### src/rtl/coffee_plant_emulator_if.sv
// Bus between the coffee_making controller and its plant emulator.
// stuck exists only when PLANT_STUCK_SENSOR_EN is defined.
interface coffee_plant_emulator_if;
  // All signals are levels sampled on every rising clock edge; there is no
  // valid/ready pairing. A drive (m/w/c) counts only on edges where p=1.
  logic       p;
  logic       m;
  logic       w;
  logic       c;
  logic       s;
  logic       st;
  logic       f;
  logic       mwis;
  logic       mwos;
  logic       ewis;
  logic       ewos;
  logic       cwis;
  logic       cwos;
  logic       err;
  logic [8:0] dbg_state;

`ifdef PLANT_STUCK_SENSOR_EN
  logic [2:0] stuck;

  modport master (
    output p, m, w, c, s, st, f, stuck,
    input  mwis, mwos, ewis, ewos, cwis, cwos, err, dbg_state
  );
  modport slave (
    input  p, m, w, c, s, st, f, stuck,
    output mwis, mwos, ewis, ewos, cwis, cwos, err, dbg_state
  );
`else
  modport master (
    output p, m, w, c, s, st, f,
    input  mwis, mwos, ewis, ewos, cwis, cwos, err, dbg_state
  );
  modport slave (
    input  p, m, w, c, s, st, f,
    output mwis, mwos, ewis, ewos, cwis, cwos, err, dbg_state
  );
`endif
endinterface

### src/rtl/coffee_plant_emulator.sv
// Plant emulator: three stage channels (MW, E, CW) answer the controller drives with
// registered in/out sensors. Optional stuck-sensor injection: PLANT_STUCK_SENSOR_EN.
module coffee_plant_emulator #(
  parameter int FILL_CYCLES  = 4,
  parameter int DRAIN_CYCLES = 3,
  parameter int CNT_W        = 4
) (
  input logic                    clk,
  input logic                    rst,
  coffee_plant_emulator_if.slave bus
);
  localparam int CNT_MAX = (1 << CNT_W) - 1;

  if (FILL_CYCLES < 1 || FILL_CYCLES > CNT_MAX) begin : g_bad_fill
    $error("FILL_CYCLES=%0d outside legal range 1..%0d", FILL_CYCLES, CNT_MAX);
  end
  if (DRAIN_CYCLES < 1 || DRAIN_CYCLES > CNT_MAX) begin : g_bad_drain
    $error("DRAIN_CYCLES=%0d outside legal range 1..%0d", DRAIN_CYCLES, CNT_MAX);
  end

  localparam logic [CNT_W-1:0] FILL_LAST  = FILL_CYCLES[CNT_W-1:0];
  localparam logic [CNT_W-1:0] DRAIN_LAST = DRAIN_CYCLES[CNT_W-1:0];
  localparam logic [CNT_W-1:0] CNT_ONE    = {{(CNT_W-1){1'b0}}, 1'b1};

  typedef enum logic [2:0] {
    ST_IDLE  = 3'd0,
    ST_FILL  = 3'd1,
    ST_FULL  = 3'd2,
    ST_DRAIN = 3'd3,
    ST_DONE  = 3'd4
  } state_e;

  state_e           state_q [3];
  state_e           state_d [3];
  logic [CNT_W-1:0] cnt_q   [3];
  logic [CNT_W-1:0] cnt_d   [3];
  logic [2:0]       wis_q, wis_d;
  logic [2:0]       wos_q, wos_d;
  logic             err_q, err_d;
  logic [2:0]       drive;
  logic [2:0]       stuck_mask;
  logic             multi_drive;
  logic             unused_inputs;

  assign drive = {bus.c, bus.w, bus.m};

`ifdef PLANT_STUCK_SENSOR_EN
  assign stuck_mask = bus.stuck;
`else
  assign stuck_mask = 3'b000;
`endif

  // Stir and heat indications carry no plant behaviour.
  assign unused_inputs = bus.s ^ bus.st;

  assign multi_drive = (drive[0] & drive[1]) | (drive[0] & drive[2]) | (drive[1] & drive[2]);
  assign err_d       = err_q | ((|drive) & ~bus.p) | multi_drive;

  always_comb begin
    wis_d = '0;
    wos_d = '0;
    for (int i = 0; i < 3; i++) begin
      state_d[i] = state_q[i];
      cnt_d[i]   = cnt_q[i];
      if (bus.f) begin
        state_d[i] = ST_IDLE;
        cnt_d[i]   = '0;
      end else if (bus.p) begin
        case (state_q[i])
          ST_IDLE: begin
            if (drive[i]) begin
              state_d[i] = ST_FILL;
              cnt_d[i]   = CNT_ONE;
            end
          end
          ST_FILL: begin
            if (!drive[i]) begin
              state_d[i] = ST_IDLE;
              cnt_d[i]   = '0;
            end else if (cnt_q[i] == FILL_LAST) begin
              state_d[i] = ST_FULL;
              cnt_d[i]   = '0;
            end else begin
              cnt_d[i] = cnt_q[i] + 1'b1;
            end
          end
          ST_FULL: begin
            if (!drive[i]) begin
              state_d[i] = ST_DRAIN;
              cnt_d[i]   = CNT_ONE;
            end
          end
          ST_DRAIN: begin
            // A returning drive refills before the out-sensor can assert.
            if (drive[i]) begin
              state_d[i] = ST_FILL;
              cnt_d[i]   = CNT_ONE;
            end else if (cnt_q[i] == DRAIN_LAST) begin
              state_d[i] = ST_DONE;
              cnt_d[i]   = '0;
            end else begin
              cnt_d[i] = cnt_q[i] + 1'b1;
            end
          end
          ST_DONE: begin
            if (drive[i]) begin
              state_d[i] = ST_FILL;
              cnt_d[i]   = CNT_ONE;
            end
          end
          default: begin
            state_d[i] = ST_IDLE;
            cnt_d[i]   = '0;
          end
        endcase
      end
      // Sensors are decoded from the next state so they flip on the same edge.
      wis_d[i] = (state_d[i] == ST_FULL) && !stuck_mask[i];
      wos_d[i] = (state_d[i] == ST_DONE);
    end
  end

  always_ff @(posedge clk or negedge rst) begin
    if (!rst) begin
      for (int i = 0; i < 3; i++) begin
        state_q[i] <= ST_IDLE;
        cnt_q[i]   <= '0;
      end
      wis_q <= '0;
      wos_q <= '0;
      err_q <= 1'b0;
    end else begin
      for (int i = 0; i < 3; i++) begin
        state_q[i] <= state_d[i];
        cnt_q[i]   <= cnt_d[i];
      end
      wis_q <= wis_d;
      wos_q <= wos_d;
      err_q <= err_d;
    end
  end

  assign bus.mwis      = wis_q[0];
  assign bus.mwos      = wos_q[0];
  assign bus.ewis      = wis_q[1];
  assign bus.ewos      = wos_q[1];
  assign bus.cwis      = wis_q[2];
  assign bus.cwos      = wos_q[2];
  assign bus.err       = err_q;
  assign bus.dbg_state = {state_q[2], state_q[1], state_q[0]};
endmodule

### src/flat_wrapper.sv
// flat-port wrapper written by rule: the top's interface ports become plain ports
module coffee_plant_emulator_flat 
#(
  parameter int FILL_CYCLES  = 4,
  parameter int DRAIN_CYCLES = 3,
  parameter int CNT_W        = 4
)
  (clk, rst, bus_p, bus_m, bus_w, bus_c, bus_s, bus_st, bus_f, bus_mwis, bus_mwos, bus_ewis, bus_ewos, bus_cwis, bus_cwos, bus_err, bus_dbg_state);
  coffee_plant_emulator_if bus_i ();
  input logic clk;
  input logic rst;
  input wire logic [$bits(bus_i.p)-1:0] bus_p;
  input wire logic [$bits(bus_i.m)-1:0] bus_m;
  input wire logic [$bits(bus_i.w)-1:0] bus_w;
  input wire logic [$bits(bus_i.c)-1:0] bus_c;
  input wire logic [$bits(bus_i.s)-1:0] bus_s;
  input wire logic [$bits(bus_i.st)-1:0] bus_st;
  input wire logic [$bits(bus_i.f)-1:0] bus_f;
  output wire logic [$bits(bus_i.mwis)-1:0] bus_mwis;
  output wire logic [$bits(bus_i.mwos)-1:0] bus_mwos;
  output wire logic [$bits(bus_i.ewis)-1:0] bus_ewis;
  output wire logic [$bits(bus_i.ewos)-1:0] bus_ewos;
  output wire logic [$bits(bus_i.cwis)-1:0] bus_cwis;
  output wire logic [$bits(bus_i.cwos)-1:0] bus_cwos;
  output wire logic [$bits(bus_i.err)-1:0] bus_err;
  output wire logic [$bits(bus_i.dbg_state)-1:0] bus_dbg_state;
  assign bus_i.p = bus_p;
  assign bus_i.m = bus_m;
  assign bus_i.w = bus_w;
  assign bus_i.c = bus_c;
  assign bus_i.s = bus_s;
  assign bus_i.st = bus_st;
  assign bus_i.f = bus_f;
  assign bus_mwis = bus_i.mwis;
  assign bus_mwos = bus_i.mwos;
  assign bus_ewis = bus_i.ewis;
  assign bus_ewos = bus_i.ewos;
  assign bus_cwis = bus_i.cwis;
  assign bus_cwos = bus_i.cwos;
  assign bus_err = bus_i.err;
  assign bus_dbg_state = bus_i.dbg_state;
  coffee_plant_emulator #(.FILL_CYCLES(FILL_CYCLES), .DRAIN_CYCLES(DRAIN_CYCLES), .CNT_W(CNT_W)) u_core (.clk(clk), .rst(rst), .bus(bus_i));
endmodule
### config.mk
export PLATFORM = sky130hd
export DESIGN_NAME = coffee_plant_emulator_flat
export DESIGN_NICKNAME = d
export VERILOG_FILES = /design/src/rtl/coffee_plant_emulator_if.sv /design/src/rtl/coffee_plant_emulator.sv /design/src/flat_wrapper.sv
export SDC_FILE = /design/constraint.sdc
export NUM_CORES = 1
export LEC_CHECK = 0
export ABC_AREA = 1
export CORE_UTILIZATION = 50
export DETAILED_ROUTE_END_ITERATION = 10
export PLACE_DENSITY = 0.76
export SYNTH_ARGS = -nofsm -noshare
export SYNTH_HDL_FRONTEND = slang
export SYNTH_SLANG_ARGS = --single-unit
### constraint.sdc
create_clock -name clk -period 1.46 [get_ports clk]
set_clock_uncertainty 0.1 [all_clocks]
set_input_delay 0.219 -clock clk [delete_from_list [all_inputs] [get_ports clk]]
set_output_delay 0.219 -clock clk [all_outputs]
set_load 0.1 [all_outputs]
# After elaboration in Yosys (flattened, before gate mapping)
# Cells that the tools add are included.
dict set report op_classes {
  add_sub_neg 3
  n_eq_ne 30
  mux 54
  bitwise_logic 9
  n_reduce_logical 11
}
# cell count
set op_table {}
lappend op_table {{4-bit two-way mux} 24}
lappend op_table {{3-bit two-way mux} 24}
lappend op_table {{4-bit one-hot mux with 4 select lines} 3}
lappend op_table {{3-bit one-hot mux with 4 select lines} 3}
lappend op_table {{3-bit by 2-bit equality test with 1-bit output, second input constant} 9}
lappend op_table {{3-bit equality test, second input constant} 6}
lappend op_table {{4-bit by 1-bit adder with 4-bit output, second input constant} 3}
lappend op_table {{4-bit by 2-bit equality test with 1-bit output, second input constant} 3}
lappend op_table {{4-bit by 3-bit equality test with 1-bit output, second input constant} 3}
lappend op_table {{3-bit by 1-bit equality test with 1-bit output, second input constant} 3}
lappend op_table {{3-bit zero test} 3}
lappend op_table {{3-bit by 1-bit != test with 1-bit output, second input constant} 3}
lappend op_table {{3-bit != test, second input constant} 3}
lappend op_table {{3-bit AND reduction} 3}
lappend op_table {{2-bit OR reduction} 3}
lappend op_table {{1-bit bitwise AND} 4}
lappend op_table {{1-bit OR} 4}
lappend op_table {{3-bit OR reduction} 1}
lappend op_table {{2-bit nonzero test} 1}
lappend op_table {{1-bit NOT} 1}
dict set report word_totals {
  regBits 28
  elab_cells 116
}

# Depth between registers and ports, before layout
# Gate-level depths: netlist of run 1.
dict set report depth {
  ltp_word 7
  depth_mapped 10
}

# Least setup slack after synthesis of run 1
# OpenSTA, ideal clock, no wires.
dict set report synth_path {
  kind {register -> register}
  startpoint {reg u_core.state_q (netlist bit u_core.bus.dbg_state[6])}
  endpoint {reg u_core.wos_q[2]}
  arrival_ns 1.825
  slack_ns -0.584
  stages_incl_launch_ff 9
  n_path_buf 1
  path_cell_list {dfrtp_1 > buf_2 > inv_1 > nor3_2 > nand2_1 > nand3_1 > nand3_1 > nand3_1 > nor2_1}
}
dict set report synth_via {
  elab_chain_cells 6
  elab_cells_between_ends 16
  cone_classes {eq/ne (5); mux (9); reduce/logical (2)}
}
# item line
set synth_rtl {}
lappend synth_rtl {{start: declaration} coffee_plant_emulator.sv:33} ;# state_e state_q [3];
lappend synth_rtl {{start signal: indexed assignment} coffee_plant_emulator.sv:134} ;# state_q[i] <= state_d[i];
lappend synth_rtl {{3-bit equality test, or another cell as far along} coffee_plant_emulator.sv:69} ;# case (state_q[i])
lappend synth_rtl {{2-bit OR reduction (no source line), or another cell as far along} -}
lappend synth_rtl {{3-bit one-hot mux with 4 select lines} coffee_plant_emulator.sv:69}
lappend synth_rtl {{3-bit two-way mux *} coffee_plant_emulator.sv:68} ;# end else if (bus.p) begin
lappend synth_rtl {{3-bit two-way mux *} coffee_plant_emulator.sv:65} ;# if (bus.f) begin
lappend synth_rtl {{3-bit equality test *} coffee_plant_emulator.sv:119} ;# wos_d[i] = (state_d[i] == ST_DONE);
lappend synth_rtl {{via u_core.wos_d[2]} coffee_plant_emulator.sv:38} ;# logic [2:0] wos_q, wos_d;
lappend synth_rtl {{end signal: assignment} coffee_plant_emulator.sv:138} ;# wos_q <= wos_d;
lappend synth_rtl {{end: declaration} coffee_plant_emulator.sv:38}
# The timed path passes the listed nets; every way through them passes the cells marked *.
# A chain may end at the register's enable or synchronous reset.

==> run metrics, run 1 <==
Max clock buf depth 2; Seq/Total Area, Yosys 36.0%; DRT iter0 DRCs 240; worst vdd ir 485 uV; vias per std cell 6.01; antenna violations before repair 0; placed insts 381; power per cell area 628 nW/um^2; clock tree root buffer cell clkbuf_8; RSZ-0062 raised after global routing true; Startpoint Class register; Clock Latency Late Sink 290 ps; Final HPWL DP 3720 um; cell taking the most area after synthesis dfrtp_1; synthesized area per cell 6.80 sq um; non-filler instance count after layout 411; setup violators final 20; Ys Warns 0; CP required 1580 ps; largest net degree at the start of global routing 29; status finished with violations; Lkg Pwr 1.48 nW; Worst-path clk slew 110 ps; Layout area overhead 72.7%; H-tree levels 1; Post-synth EDFFs 0; FF-to-FF path depth 5; I/O pins 25; failing checks negative setup slack; routed vias 2472; routability cong. 0.895; top post-synthesis cells by count nand2_1 (71), inv_1 (39), nand3_1 (38); Die W 64.4 um; Worst Setup End Kind register; Min-Delay Path Class primary input to async pin; multi-input logic area 1460 sq um; Antenna Violating Nets Remaining 0; Yosys cell types 26; Reg area 734 sq um; Final min period 1600 ps; WS Path Type register to register; clk sinks 28; slew margin rel. 78.8%; final-stage net count 379; Residual DRC 0; drt first pass iters 5; Worst Path Arrival 1720 ps; Pwr Total 2.11 mW; most frequent cell after synthesis nand2_1; internal reg-to-reg setup slack -140 ps; I/O Buffers 22; vias in the first global route 2083; num rows 22; Peak Freq 627 MHz; Initial Util 52.7%; worst r2r dst u_core.wos_q[2]; Least-Margin Pin Slew 318 ps; Yosys top cell area share 36.0%; layout cell share with drive strength beyond 1 51.8%; worst-path fanout max 7; setup ws final -135 ps; CTS tree done; top post-synthesis cells by area dfrtp_1 (36%), nand2_1 (14%), nand3_1 (9.8%), inv_1 (7.5%), nor2_1 (6.6%); final hold violations 0; Slew Limit Fails 0; Die Span Y 64.4 um; die area 4140 sq um; post-synthesis cell count 286; Max Cap Viol 0; Critical R2R Launch u_core.bus.dbg_state[6]; top_reg_cell synth dfrtp_1; GR Util All Layers 27.8%; FF+latch count, synth 28; Inserted Clock Buffers 3; fraction of registers with async set/reset 100%; # fillers 142; Mapped Area 1950 sq um; first-pass GRT wire length 8980 um; syn_nets 301; DR WL/cell 18.2 um; gr ovfl total 0; core area 3690 sq um; final worst path period share 109%; Antenna Cells 0; WL final 7480 um
[placed cells by master (no fill, tap or decap), types with 7 or more instances in the layout]
| master | count |
|---|---|
| dfrtp_4 | 8 |
| o21ai_1 | 8 |
| nand2_2 | 20 |
| o21ai_2 | 8 |
| buf_4 | 48 |
| nand2_1 | 46 |
| nor2_1 | 23 |
| nand4_1 | 7 |
| inv_2 | 11 |
| inv_1 | 25 |
| nor2_4 | 8 |
| nor2_2 | 7 |
| nand3_1 | 20 |
| a21oi_1 | 8 |
| buf_6 | 8 |
| dfrtp_1 | 17 |
| buf_12 | 17 |
| nand3_2 | 14 |
[metrics by stage]
| step | setup TNS [ps] | instance area (sq um) | worst slack, ps | util (%) | hold WS, ps |
|---|---|---|---|---|---|
| after floorplan | -1110 | 2050 | -145 | - | -177 |
| after global placement | -4120 | 2690 | -243 | 72.8 | 376 |
| after detailed placement | -4910 | 2690 | -290 | 72.8 | 394 |
| after CTS | -10.6 | 2990 | -6.56 | 81.0 | 196 |
| after global routing | -2450 | 3360 | -234 | 91.1 | 194 |
| final | -1180 | 3360 | -135 | 91.1 | 181 |
[sequential cells by signal, indices dropped and copies added (netlist names)]
register              cells
u_core.cnt_q             12
u_core.bus.err            1
u_core.wos_q              3
u_core.wis_q              3
u_core.bus.dbg_state      9
[cell type report]
type,instances,area share (%)
multi-input cells,209,43.5
well taps,48,1.79
inverters,43,5.40
clock buffers,3,1.23
repair buffers,79,25.3
clock inverters,1,0.894
flip-flops and latches,28,21.9
[power breakdown]
group | internal, mW | switching (mW)
logic | 0.261 | 0.355
registers | 0.805 | 0.0435
clock network | 0.368 | 0.276
[critical path, stage by stage (launching register included)]
cell and delay [ps]:
dfrtp_4 530, o21ai_2 190, nand4_1 160, o21bai_1 290
nand3_1 130, nor2_1 140
[timing repair]
action	4_1_cts	5_1_grt
hold buffers	0	0
gates resized for setup	34	83
pin swaps	14	34
endpoints found under the setup margin	17	29
buffers inserted	17	9
[layer usage]
metal,routed length [um],global-route usage [%],up-vias
li1,-,-,1079
met1,2740,34.7,1150
met2,3830,49.5,189
met3,558,2.32,54
met4,352,10.6,0
met5,0,0,-
[logic make-up (layout without fill, tap and decap cells)]
family / count (synthesis) / count (layout) / synth area share, %
AOI/OAI and AO/OA: 38 / 38 / 11.3
xor gates and xnor gates: 4 / 4 / 1.80
adders and majority gates: 6 / 6 / 3.86
buffers and inverters: 49 / 126 / 10.1
DFF: 28 / 28 / 36.0
and+or+nand+nor: 161 / 161 / 36.9
[how the worst max path moves through the flow]
stage	from	endpoint	slack, ps	cells after the start
2_1_floorplan	u_core.bus.dbg_state[7]	u_core.wos_q[2]	-140	7
3_3_place_gp	bus_f	u_core.wos_q[2]	-240	9
3_5_place_dp	bus_f	u_core.wis_q[0]	-290	9
4_1_cts	u_core.bus.dbg_state[7]	u_core.wos_q[2]	-7	6
5_1_grt	u_core.cnt_q[4]	u_core.wis_q[1]	-230	9
6_report	u_core.bus.dbg_state[6]	u_core.wos_q[2]	-140	5
No activity file was read; power rests on OpenSTA's default activity.
==> run 2: changes to the inputs <==
--- a/config.mk
+++ b/config.mk
@@ -9,6 +9,7 @@
 export CORE_UTILIZATION = 50
 export DETAILED_ROUTE_END_ITERATION = 10
 export PLACE_DENSITY = 0.76
+export REMOVE_ABC_BUFFERS = 1
 export SYNTH_ARGS = -nofsm -noshare
 export SYNTH_HDL_FRONTEND = slang
 export SYNTH_SLANG_ARGS = --single-unit
==> run metrics, run 2 (same netlist as run 1, synthesis figures left out) <==
I/O pins 25; Min-Delay Path Class primary input to async pin; Final HPWL DP 3660 um; CP Cell Sequence ha_4 -> nand3_2 -> o21ai_1 -> nand3_2 -> nand2_2 -> inv_1 -> nand2_1 -> nor2_2; setup TNS -547 ps; largest incremental delay on the critical path 460 ps; final hold violations 0; largest net degree at the start of global routing 29; final-stage net count 372; die area 4140 sq um; final worst path period share 110%; WP buf/inv 1; cell family with most CP delay simple AND/OR/NAND/NOR gates; power per cell area 609 nW/um^2; vias in the first global route 2030; Worst Setup End Kind register; max FFs per register 12; H-tree levels 1; Initial Util 52.7%; Placed Area 2630 sq um; DR WL/cell 15.8 um; layout cell share with drive strength beyond 1 43.8%; fin util 85.2%; setup violators final 13; RSZ-0062 raised after global routing true; core area 3690 sq um; Worst Path Arrival 1700 ps; worst vdd ir 474 uV; slew margin rel. 75.3%; setup ws final -150 ps; CP required 1550 ps; Residual DRC 0; failing checks negative setup slack; clk sinks 28; Antenna Cells 0; Slew Limit Fails 0; clock tree root buffer cell clkbuf_8; I/O Buffers 22; Layout area overhead 61.5%; Die Span Y 64.4 um; Biggest register u_core.cnt_q; WS Path Type register to register; routed vias 2322; antenna violations before repair 0; GR Util All Layers 26.1%; Peak Freq 621 MHz; DRT iter0 DRCs 187; design area 3140 sq um; drt first pass iters 5; Final min period 1610 ps; Startpoint Class register; commonest non-fill, non-tap cell in the layout nand2_1; Lkg Pwr 1.41 nW; worst hold margin 187 ps; met2 Usage GRT 46.7%; Least-Margin Pin Slew 370 ps; Worst path slowest cell dfrtp_1; most frequent CP cell nand3_2; Critical R2R Launch u_core.cnt_q[9]; Worst-path clk slew 100 ps; num rows 22; GRT busiest layer met2; vias per std cell 5.75; worst-path fanout max 4; commonest non-fill, non-tap cells in the layout nand2_1 (57), buf_4 (41), inv_1 (29); Max clock buf depth 2; Worst setup startpoint u_core.cnt_q[9]; Clock Latency Late Sink 280 ps; routability cong. 0.866; Antenna Violating Nets Remaining 0; Die W 64.4 um; met1 Use GR 31.5%; first-pass GRT wire length 8520 um; CTS tree done; Max Cap Viol 0; WL final 6400 um; met3 Use GR 2.86%; gr ovfl total 0; Inserted Clock Buffers 3; status finished with violations
==> run 2: layer usage <==
| layer | part of all wire, % | up-vias |
|---|---|---|
| met3 | 6.5 | 49 |
| met4 | 5.0 | 0 |
| met5 | 0 | - |
| li1 | - | 1062 |
| met2 | 51 | 123 |
| met1 | 37 | 1088 |
==> run 2: final cells by class <==
class | instances | area (sq um)
Timing Repair Buffer | 71 | 788
Fill cell | 198 | 546
Inverter | 43 | 166
Sequential cell | 28 | 712
Clock buffer | 4 | 55.1
Timing Repair inverter | 1 | 7.51
Multi-Input combinational cell | 209 | 1350
Tap cell | 48 | 60.1
==> run 2: timing repair <==
| action | CTS | global route |
|---|---|---|
| buffers inserted | 4 | 9 |
| pin swaps | 1 | 20 |
| cloned | 1 | 0 |
| resized for setup | 19 | 84 |
| hold buffers | 0 | 0 |
| endpoints found under the setup margin | 14 | 24 |
==> run 2: through the flow <==
stage / total power, mW / setup slack [ps] / cells
floorplan: 1.07 / -570 / 280
global route: 1.99 / -211 / 404
CTS: 1.78 / 2.80 / 395
finish: 1.91 / -150 / 404
global placement: 1.26 / -240 / 386
detailed placement: 1.27 / -331 / 386
==> run 2: power by group <==
group / total, mW / switching [mW] / internal (mW)
Clock: 0.512 / 0.269 / 0.242
Sequential: 0.841 / 0.0409 / 0.800
Combinational: 0.560 / 0.329 / 0.231
Total: 1.91 / 0.639 / 1.27
==> run 2: worst paths after layout <==
check                                          endpoint  slack, ps  cells past startpoint
worst min-delay path                    u_core.cnt_q[9]        190                      2
worst max register to register          u_core.wis_q[0]       -150                      8
worst max-delay path                    u_core.wis_q[0]       -150                      8
max in group asynchronous               u_core.cnt_q[5]        900                      2
worst min register to register         u_core.cnt_q[11]        400                      2
min in group clk                u_core.bus.dbg_state[8]        340                      3
